[src/rtl/gigerx_rx_wr_ctrl.sv]
// Gigabit RX write-side controller: preamble/SFD strip, admission, FIFO write.
// Optional GIGERX_RX_CRC_STRIP_EN holds back the trailing 4 FCS bytes.
module gigerx_rx_wr_ctrl #(
  parameter int DEPTH      = 256,
  parameter int ADMIT_FREE = 64,
  parameter int MAX_LEN    = 1522
) (
  input  logic        clk,
  input  logic        rst_n,
  input  logic        cfg_en,
  input  logic        rx_dv,
  input  logic        rx_er,
  input  logic [7:0]  rxd,
  input  logic [8:0]  fifo_usedw,
  input  logic        fifo_full,
  output logic        fifo_wrreq,
  output logic [7:0]  fifo_data,
  output logic        frm_done,
  output logic [13:0] frm_len,
  output logic [1:0]  frm_status,
  output logic [15:0] drop_cnt
);

  typedef enum logic [1:0] {
    IDLE,
    PREAMBLE,
    RECV,
    DISCARD
  } state_t;

  localparam logic [1:0]  ST_GOOD  = 2'b00;
  localparam logic [1:0]  ST_ERR   = 2'b01;
  localparam logic [1:0]  ST_DROP  = 2'b10;
  localparam logic [1:0]  ST_TRUNC = 2'b11;
  localparam logic [13:0] MAX_L    = 14'(MAX_LEN);
  localparam logic [9:0]  DEPTH_W  = 10'(DEPTH);
  localparam logic [9:0]  ADMIT_W  = 10'(ADMIT_FREE);

  state_t      state;
  state_t      state_nx;
  logic [13:0] len;
  logic [13:0] len_nx;
  logic [1:0]  sts;
  logic [1:0]  sts_nx;
  logic        en_q;
  logic        en_nx;
  logic        wr_nx;
  logic [7:0]  wd_nx;
  logic        done_nx;
  logic [15:0] drop_q;
  logic [9:0]  free_slots;
  logic        admit;
  logic        cand_ok;
  logic [7:0]  cand;

  assign free_slots = DEPTH_W - {1'b0, fifo_usedw};
  assign admit      = en_q && (free_slots >= ADMIT_W);
  assign drop_cnt   = drop_q;

`ifdef GIGERX_RX_CRC_STRIP_EN
  // A byte only leaves the delay line once four newer bytes sit behind it.
  logic [3:0][7:0] dl;
  logic [2:0]      dl_cnt;

  always_ff @(posedge clk or negedge rst_n) begin
    if (!rst_n) begin
      dl     <= '0;
      dl_cnt <= '0;
    end else if (state == RECV && rx_dv) begin
      dl <= {dl[2:0], rxd};
      if (dl_cnt != 3'd4) dl_cnt <= dl_cnt + 3'd1;
    end else begin
      dl_cnt <= '0;
    end
  end

  assign cand_ok = (dl_cnt == 3'd4);
  assign cand    = dl[3];
`else
  assign cand_ok = 1'b1;
  assign cand    = rxd;
`endif

  always_comb begin
    state_nx = state;
    len_nx   = len;
    sts_nx   = sts;
    en_nx    = en_q;
    wr_nx    = 1'b0;
    wd_nx    = fifo_data;
    done_nx  = 1'b0;
    unique case (state)
      IDLE: begin
        en_nx = cfg_en;
        if (rx_dv) begin
          if (rxd == 8'h55) begin
            state_nx = PREAMBLE;
          end else begin
            state_nx = DISCARD;
            sts_nx   = ST_DROP;
            len_nx   = '0;
          end
        end
      end
      PREAMBLE: begin
        if (!rx_dv) begin
          state_nx = IDLE;
        end else if (rxd == 8'hD5) begin
          len_nx = '0;
          if (admit) begin
            state_nx = RECV;
            sts_nx   = ST_GOOD;
          end else begin
            state_nx = DISCARD;
            sts_nx   = ST_DROP;
          end
        end else if (rxd != 8'h55) begin
          state_nx = DISCARD;
          sts_nx   = ST_DROP;
          len_nx   = '0;
        end
      end
      RECV: begin
        if (!rx_dv) begin
          state_nx = IDLE;
          done_nx  = 1'b1;
        end else begin
          if (rx_er && sts == ST_GOOD) sts_nx = ST_ERR;
          // Truncation is sticky: once set, nothing more is written.
          if (cand_ok && sts != ST_TRUNC) begin
            if (fifo_full || len == MAX_L) begin
              sts_nx = ST_TRUNC;
            end else begin
              wr_nx  = 1'b1;
              wd_nx  = cand;
              len_nx = len + 14'd1;
            end
          end
        end
      end
      DISCARD: begin
        if (!rx_dv) begin
          state_nx = IDLE;
          done_nx  = 1'b1;
        end
      end
      default: state_nx = IDLE;
    endcase
  end

  always_ff @(posedge clk or negedge rst_n) begin
    if (!rst_n) begin
      state      <= IDLE;
      len        <= '0;
      sts        <= '0;
      en_q       <= 1'b0;
      fifo_wrreq <= 1'b0;
      fifo_data  <= '0;
      frm_done   <= 1'b0;
      frm_len    <= '0;
      frm_status <= '0;
      drop_q     <= '0;
    end else begin
      state      <= state_nx;
      len        <= len_nx;
      sts        <= sts_nx;
      en_q       <= en_nx;
      fifo_wrreq <= wr_nx;
      fifo_data  <= wd_nx;
      frm_done   <= done_nx;
      if (done_nx) begin
        frm_len    <= len;
        frm_status <= sts;
      end
      if (done_nx && sts == ST_DROP && drop_q != 16'hFFFF)
        drop_q <= drop_q + 16'd1;
    end
  end

endmodule

[config.mk]
export PLATFORM = sky130hd
export DESIGN_NAME = gigerx_rx_wr_ctrl
export DESIGN_NICKNAME = d
export VERILOG_FILES = /design/src/rtl/gigerx_rx_wr_ctrl.sv
export SDC_FILE = /design/constraint.sdc
export NUM_CORES = 1
export LEC_CHECK = 0
export ABC_AREA = 1
export CORE_MARGIN = 1
export CORE_UTILIZATION = 47
export CTS_CLUSTER_SIZE = 40
export DETAILED_ROUTE_END_ITERATION = 8
export GPL_TIMING_DRIVEN = 0
export PLACE_DENSITY = 0.77
export SYNTH_ARGS = -nofsm -noshare
export SYNTH_HDL_FRONTEND = slang
export SYNTH_SLANG_ARGS = --single-unit
[constraint.sdc]
create_clock -name clk -period 1.7 [get_ports clk]
set_clock_uncertainty 0.05 [all_clocks]
set_input_delay 0.17 -clock clk [delete_from_list [all_inputs] [get_ports clk]]
set_output_delay 0.17 -clock clk [all_outputs]
set_load 0.05 [all_outputs]
Word level (Yosys, flattened, before mapping) --
Index checks and enable logic that the tools add are counted.
Word-level totals: bits in registers 61, bits in latches 0, RAM bits 0, bits in read-only memories 0, input port bits 23, output and inout port bits 42, logic and storage cells 81, memories kept 0
Cells by class: add/subtract/negate cells 3, multiply operators 0, divide/modulo/power cells 0, magnitude comparators 1, equality and inequality tests 19, shift-type cells 0, muxes and demuxes 34, bitwise gates (word level) 1, reduce and logical (&&, ||, !) cells 13
Operators by type and width (count):
- $mux 14 | 8
- $pmux 14 s3 | 1
- $mux 2 | 16
- $add 16x1->16 const B | 1
- $ne 16x16->1 const B | 1
- $ne 2x2->1 const B | 8
- $add 14x1->14 const B | 1
- $eq 14x11->1 const B | 1
- $pmux 2 s3 | 2
- $ge 10x7->1 const B | 1
- $sub 9x9->10 const A | 1
- $eq 8x7->1 const B | 1
- $eq 8x8->1 const B | 1
- $ne 8x7->1 const B | 1
- $reduce_and 8->1 | 1
- $mux 1 | 7
- $eq 2x2->1 const B | 3
- $reduce_and 6->1 | 1
- $logic_and 1x1->1 | 4
- $logic_not 2->1 | 2
- $ne 4x4->1 const B | 1
- $reduce_and 4->1 | 1
- $ne 3x3->1 const B | 1
- $reduce_and 3->1 | 1
- 5 further kinds | 5

Longest topological paths before layout --
Gate-level depths: netlist (run 1).
word-level depth 7, mapped depth 13, mapped depth without buffers 12

Worst setup path after synthesis (run 1) --
Ideal clock, no wire load.
kind register -> register, start point register drop_q[1] (netlist: drop_cnt[1]), end point register drop_q[15] (netlist: drop_cnt[15]), library setup time 0.120 ns, data arrival time 1.790 ns, data required time 1.530 ns, slack -0.259 ns, cell stages (with the launch flop) 10, path buffers 1, clock period less this slack 1.959 ns, cell sequence dfrtp_1 > ha_1 > nand3_1 > nor2_1 > nand3_1 > nand2_2 > inv_1 > buf_4 > nand2_1 > o21ai_2
Between the ends: cells in the longest elaborated chain, start to end 2, elaborated cells between the ends (all ways) 3, those cells by class 1 x add/sub; 1 x eq/ne; 1 x reduce/logical
RTL lines:
- start: declaration | RTL line 50 | logic [15:0] drop_q;
- start signal: assignment | RTL line 176 | drop_q <= drop_q + 16'd1;
- parallel branches: the longest is 2 deep, another holds $add 16x1->16
Several ways; the timed one is not identified. A chain may end at the register's enable or synchronous reset.

Final worst setup path (run 1) --
start point register state[0], end point register drop_q[2] (netlist: drop_cnt[2])
Between the ends: cells in the longest elaborated chain, start to end 5, elaborated cells between the ends (all ways) 6, those cells by class 2 x eq/ne; 1 x mux; 3 x reduce/logical
RTL lines:
- start: declaration | RTL line 39 | state_t state;
- start signal: assignment | RTL line 164 | state <= state_nx;
- $eq 2x2->1 | RTL line 92 | unique case (state)
- $reduce_or 2->1 (no source line) *
- $mux 1 *
- $logic_and 1x1->1 * (2 in series) | RTL line 175 | if (done_nx && sts == ST_DROP && drop_q != 16'hFFFF)
Mark *: on every way between the ends. The rest lies on a longest branch, timed or not.

==> flow_metrics.env, run 1 <==
export IMPL_status="finished, violations left"
export IMPL_violations="setup timing"
export IMPL_firstDrtPassIters=4
export IMPL_drv_cap=0
export IMPL_required_ns=1.90
export IMPL_initial_utilization_pct=49.3
export IMPL_grt_pass1_vias=3096
export IMPL_yosysSeqAreaShare_pct=44.8
export IMPL_synth_commonest_cells="nand2_1 (162), dfrtp_1 (61), nor2_1 (55), inv_1 (48), xor2_1 (23)"
export IMPL_ys_flop_type="dfrtp_1"
export IMPL_drt_met1_wl_um=3830
export IMPL_setup_viol=6
export IMPL_nFillCells=534
export IMPL_powerDensity_nw_per_um2=1450
export IMPL_areaGrowthSynthToFinish_pct=44.4
export IMPL_fin_util_pct=71.3
export IMPL_synthTopCellsByArea="dfrtp_1 (45%), nand2_1 (18%), nor2_1 (6.1%)"
export IMPL_io_buffers=64
export IMPL_critPathArrivalTime_ns=1.95
export IMPL_dp_slack_ns=-0.136
export IMPL_reg2reg_depth=9
export IMPL_synth_avg_cell_area_um2=7.62
export IMPL_topRoutingLayerUsed="met4"
export IMPL_worstPathMaxFanout=5
export IMPL_fin_crit_sh_pct=103
export IMPL_slew_headroom_pct=52.1
export IMPL_grt_overflow=0
export IMPL_r2r_end="drop_cnt[2]"
export IMPL_finalWirelength_um=9260
export IMPL_antenna_found_initial=0
export IMPL_drive_gt1_share_pct=22.5
export IMPL_n_antenna_cell=0
export IMPL_die_area_um2=7590
export IMPL_critical_path_class="reg2reg"
export IMPL_ioPinCount=65
export IMPL_clk_latency_ns=0.35
export IMPL_cts_root_buffer="clkbuf_8"
export IMPL_dr_wl_met2_um=4820
export IMPL_reg2reg_slack_ns=-0.05
export IMPL_crit_path_start_kind="flip-flop"
export IMPL_slew_violations=0
export IMPL_drt_antenna_violating_nets=0
export IMPL_coreArea_um2=6910
export IMPL_synth_edf_count=0
export IMPL_finalWorstSetupSlack_ns=-0.0492
export IMPL_synth_top_area_share_pct=44.8
export IMPL_p_leak_nw=2.52
export IMPL_peakVddDrop_mv=0.661
export IMPL_rr_startpoint="state[0]"
export IMPL_die_w_um=87.1
export IMPL_rsz0062_at_grt="yes"
export IMPL_yosysUniqueCellTypes=28
export IMPL_cts_made_buffers=9
export IMPL_dieHeight_um=87.1
export IMPL_rows=30
export IMPL_yosysWarnings=0
export IMPL_tightest_slew_ns=0.718
export IMPL_fin_nets=581
export IMPL_seqCellArea_um2=1540
export IMPL_place_congestion=0.918
export IMPL_ys_ff_latch=61
export IMPL_syn_inst=447
export IMPL_finalHoldViolCount=0
export IMPL_yosysMostFrequentCell="nand2_1"
export IMPL_wl_met3_um=431
export IMPL_mappedNetlistArea_um2=3410
export IMPL_async_flop_share_pct=100
export IMPL_track_usage_pct=24.7
export IMPL_critPathCaptureType="flip-flop"
export IMPL_dpl_hpwl_um=5860
export IMPL_cts_max_path_buffers=2
export IMPL_multi_input_area_um2=1860
export IMPL_vias_per_cell=5.02
export IMPL_post_route_min_period_ns=1.75
export IMPL_crit_start="state[0]"
export IMPL_htree_num_levels=3
export IMPL_crit_path_end="drop_cnt[2]"
export IMPL_num_vias=3266
export IMPL_hold_ws_ns=0.358
export IMPL_syn_nets=478
export IMPL_yosys_area_top_type="dfrtp_1"
export IMPL_hp_class="in2async"
export IMPL_wl_per_cell_um=14.2
export IMPL_clock_sinks=61
export IMPL_clock_fmax_mhz=572
export IMPL_grt_max_degree=34
export IMPL_grt_pass1_wl_um=14400
export IMPL_drc=0
export IMPL_first_iter_violations=167
export IMPL_clk_pin_slew_ns=0.07
export IMPL_cts_tree="yes"
-- cell usage in the layout, fill, tap and decap left out, types with 11 or more instances in the layout --
cell type        instances
buf_4                   20
o21ai_2                 12
o21ai_0                 13
nand3_1                 16
clkdlybuf4s50_1         21
nand2_1                148
inv_1                   42
dfrtp_1                 53
clkbuf_8                11
dlygate4sd2_1           41
nand2_2                 11
xor2_1                  23
nor2_1                  45
-- flip-flops by register name, indices dropped and copies added, names as in the netlist --
register,flops
drop_cnt,16
en_q,1
fifo_data,8
fifo_wrreq,1
frm_done,1
frm_len,14
frm_status,2
len,14
state,2
sts,2
-- report_power, final --
group	internal (mW)	leakage (nW)	switching [mW]
Combinational	1.37	1.61	2.37
Sequential	1.78	0.804	0.297
Clock	0.753	0.102	0.587
-- worst min-delay path by stage --
| stage | from | slack (ns) | cells after the start | endpoint |
|---|---|---|---|---|
| 2_1_floorplan | rst_n | -0.18 | 0 | drop_cnt[0] |
| 3_3_place_gp | fifo_data[6] | 0.41 | 2 | fifo_data[6] |
| 3_5_place_dp | rst_n | 0.20 | 1 | fifo_data[1] |
| 4_1_cts | rxd[5] | 0.33 | 3 | fifo_data[5] |
| 5_1_grt | cfg_en | 0.37 | 3 | en_q |
| 6_report | rst_n | 0.36 | 2 | fifo_data[1] |
-- routing by layer --
| metal | vias up | GRT usage (%) |
|---|---|---|
| met5 | - | 0 |
| met4 | 0 | 10.4 |
| met2 | 113 | 43.5 |
| met3 | 20 | 3.60 |
| li1 | 1596 | - |
| met1 | 1537 | 30.3 |
-- layout make-up --
class / count / share of cell area, %
clock buffers: 12 / 3.15
inverters: 50 / 4.04
clock inverters: 4 / 0.966
flip-flops and latches: 61 / 31.2
plain buffers: 8 / 1.83
well taps: 96 / 2.44
repair buffers: 94 / 18.5
multi-input cells: 326 / 37.9
-- critical path, stage by stage (launching register included) --
cell and delay [ns]:
dfrtp_1 0.41, inv_2 0.13, ha_4 0.15, or2_4 0.12
nand2_4 0.07, nor3_4 0.15, nand2_4 0.12, buf_6 0.15
nor2_4 0.09, xor2_1 0.20
-- through the flow --
| step | instance area, um^2 | setup TNS [ns] | total power [mW] | std cells |
|---|---|---|---|---|
| 6_report | 4920 | -0.191 | 7.16 | 651 |
| 4_1_cts | 4620 | -0.0170 | 6.62 | 640 |
| 3_3_place_gp | 4210 | -97.02 | 4.98 | 607 |
| 3_5_place_dp | 4220 | -4.02 | 5.06 | 608 |
| 5_1_grt | 4920 | -1.58 | 7.50 | 651 |
| 2_1_floorplan | 3450 | 0 | 4.12 | 447 |
-- cell families (layout without fill, tap and decap cells) --
| group | Yosys count | after routing | share of synthesized area, % |
|---|---|---|---|
| adder cells (fa/ha/maj) | 8 | 8 | 2.94 |
| buffers and inverters | 60 | 168 | 7.86 |
| AO/OA/AOI/OAI | 31 | 31 | 5.77 |
| flip-flops | 61 | 61 | 44.8 |
| AND/OR/NAND/NOR | 263 | 263 | 32.5 |
| XOR/XNOR | 24 | 24 | 6.17 |
-- what timing repair did --
| item | CTS | global route |
|---|---|---|
| gates cloned | 3 | 2 |
| endpoints found under the setup margin | 94 | 50 |
| setup buffers | 14 | 9 |
| hold endpoints to repair | 28 | 0 |
| pin swaps | 8 | 12 |
| hold buffers | 1 | 0 |
| gates resized for setup | 77 | 51 |
Power figures use the tool's default switching activity.
==> run 2: changes to the inputs <==
--- a/config.mk
+++ b/config.mk
@@ -6,12 +6,12 @@
 export NUM_CORES = 1
 export LEC_CHECK = 0
 export ABC_AREA = 1
-export CORE_MARGIN = 1
 export CORE_UTILIZATION = 47
 export CTS_CLUSTER_SIZE = 40
 export DETAILED_ROUTE_END_ITERATION = 8
 export GPL_TIMING_DRIVEN = 0
 export PLACE_DENSITY = 0.77
+export RECOVER_POWER = 50
 export SYNTH_ARGS = -nofsm -noshare
 export SYNTH_HDL_FRONTEND = slang
 export SYNTH_SLANG_ARGS = --single-unit
==> results of run 2 <==
No change in the layout: final DEF, timing and power equal those of run 1.
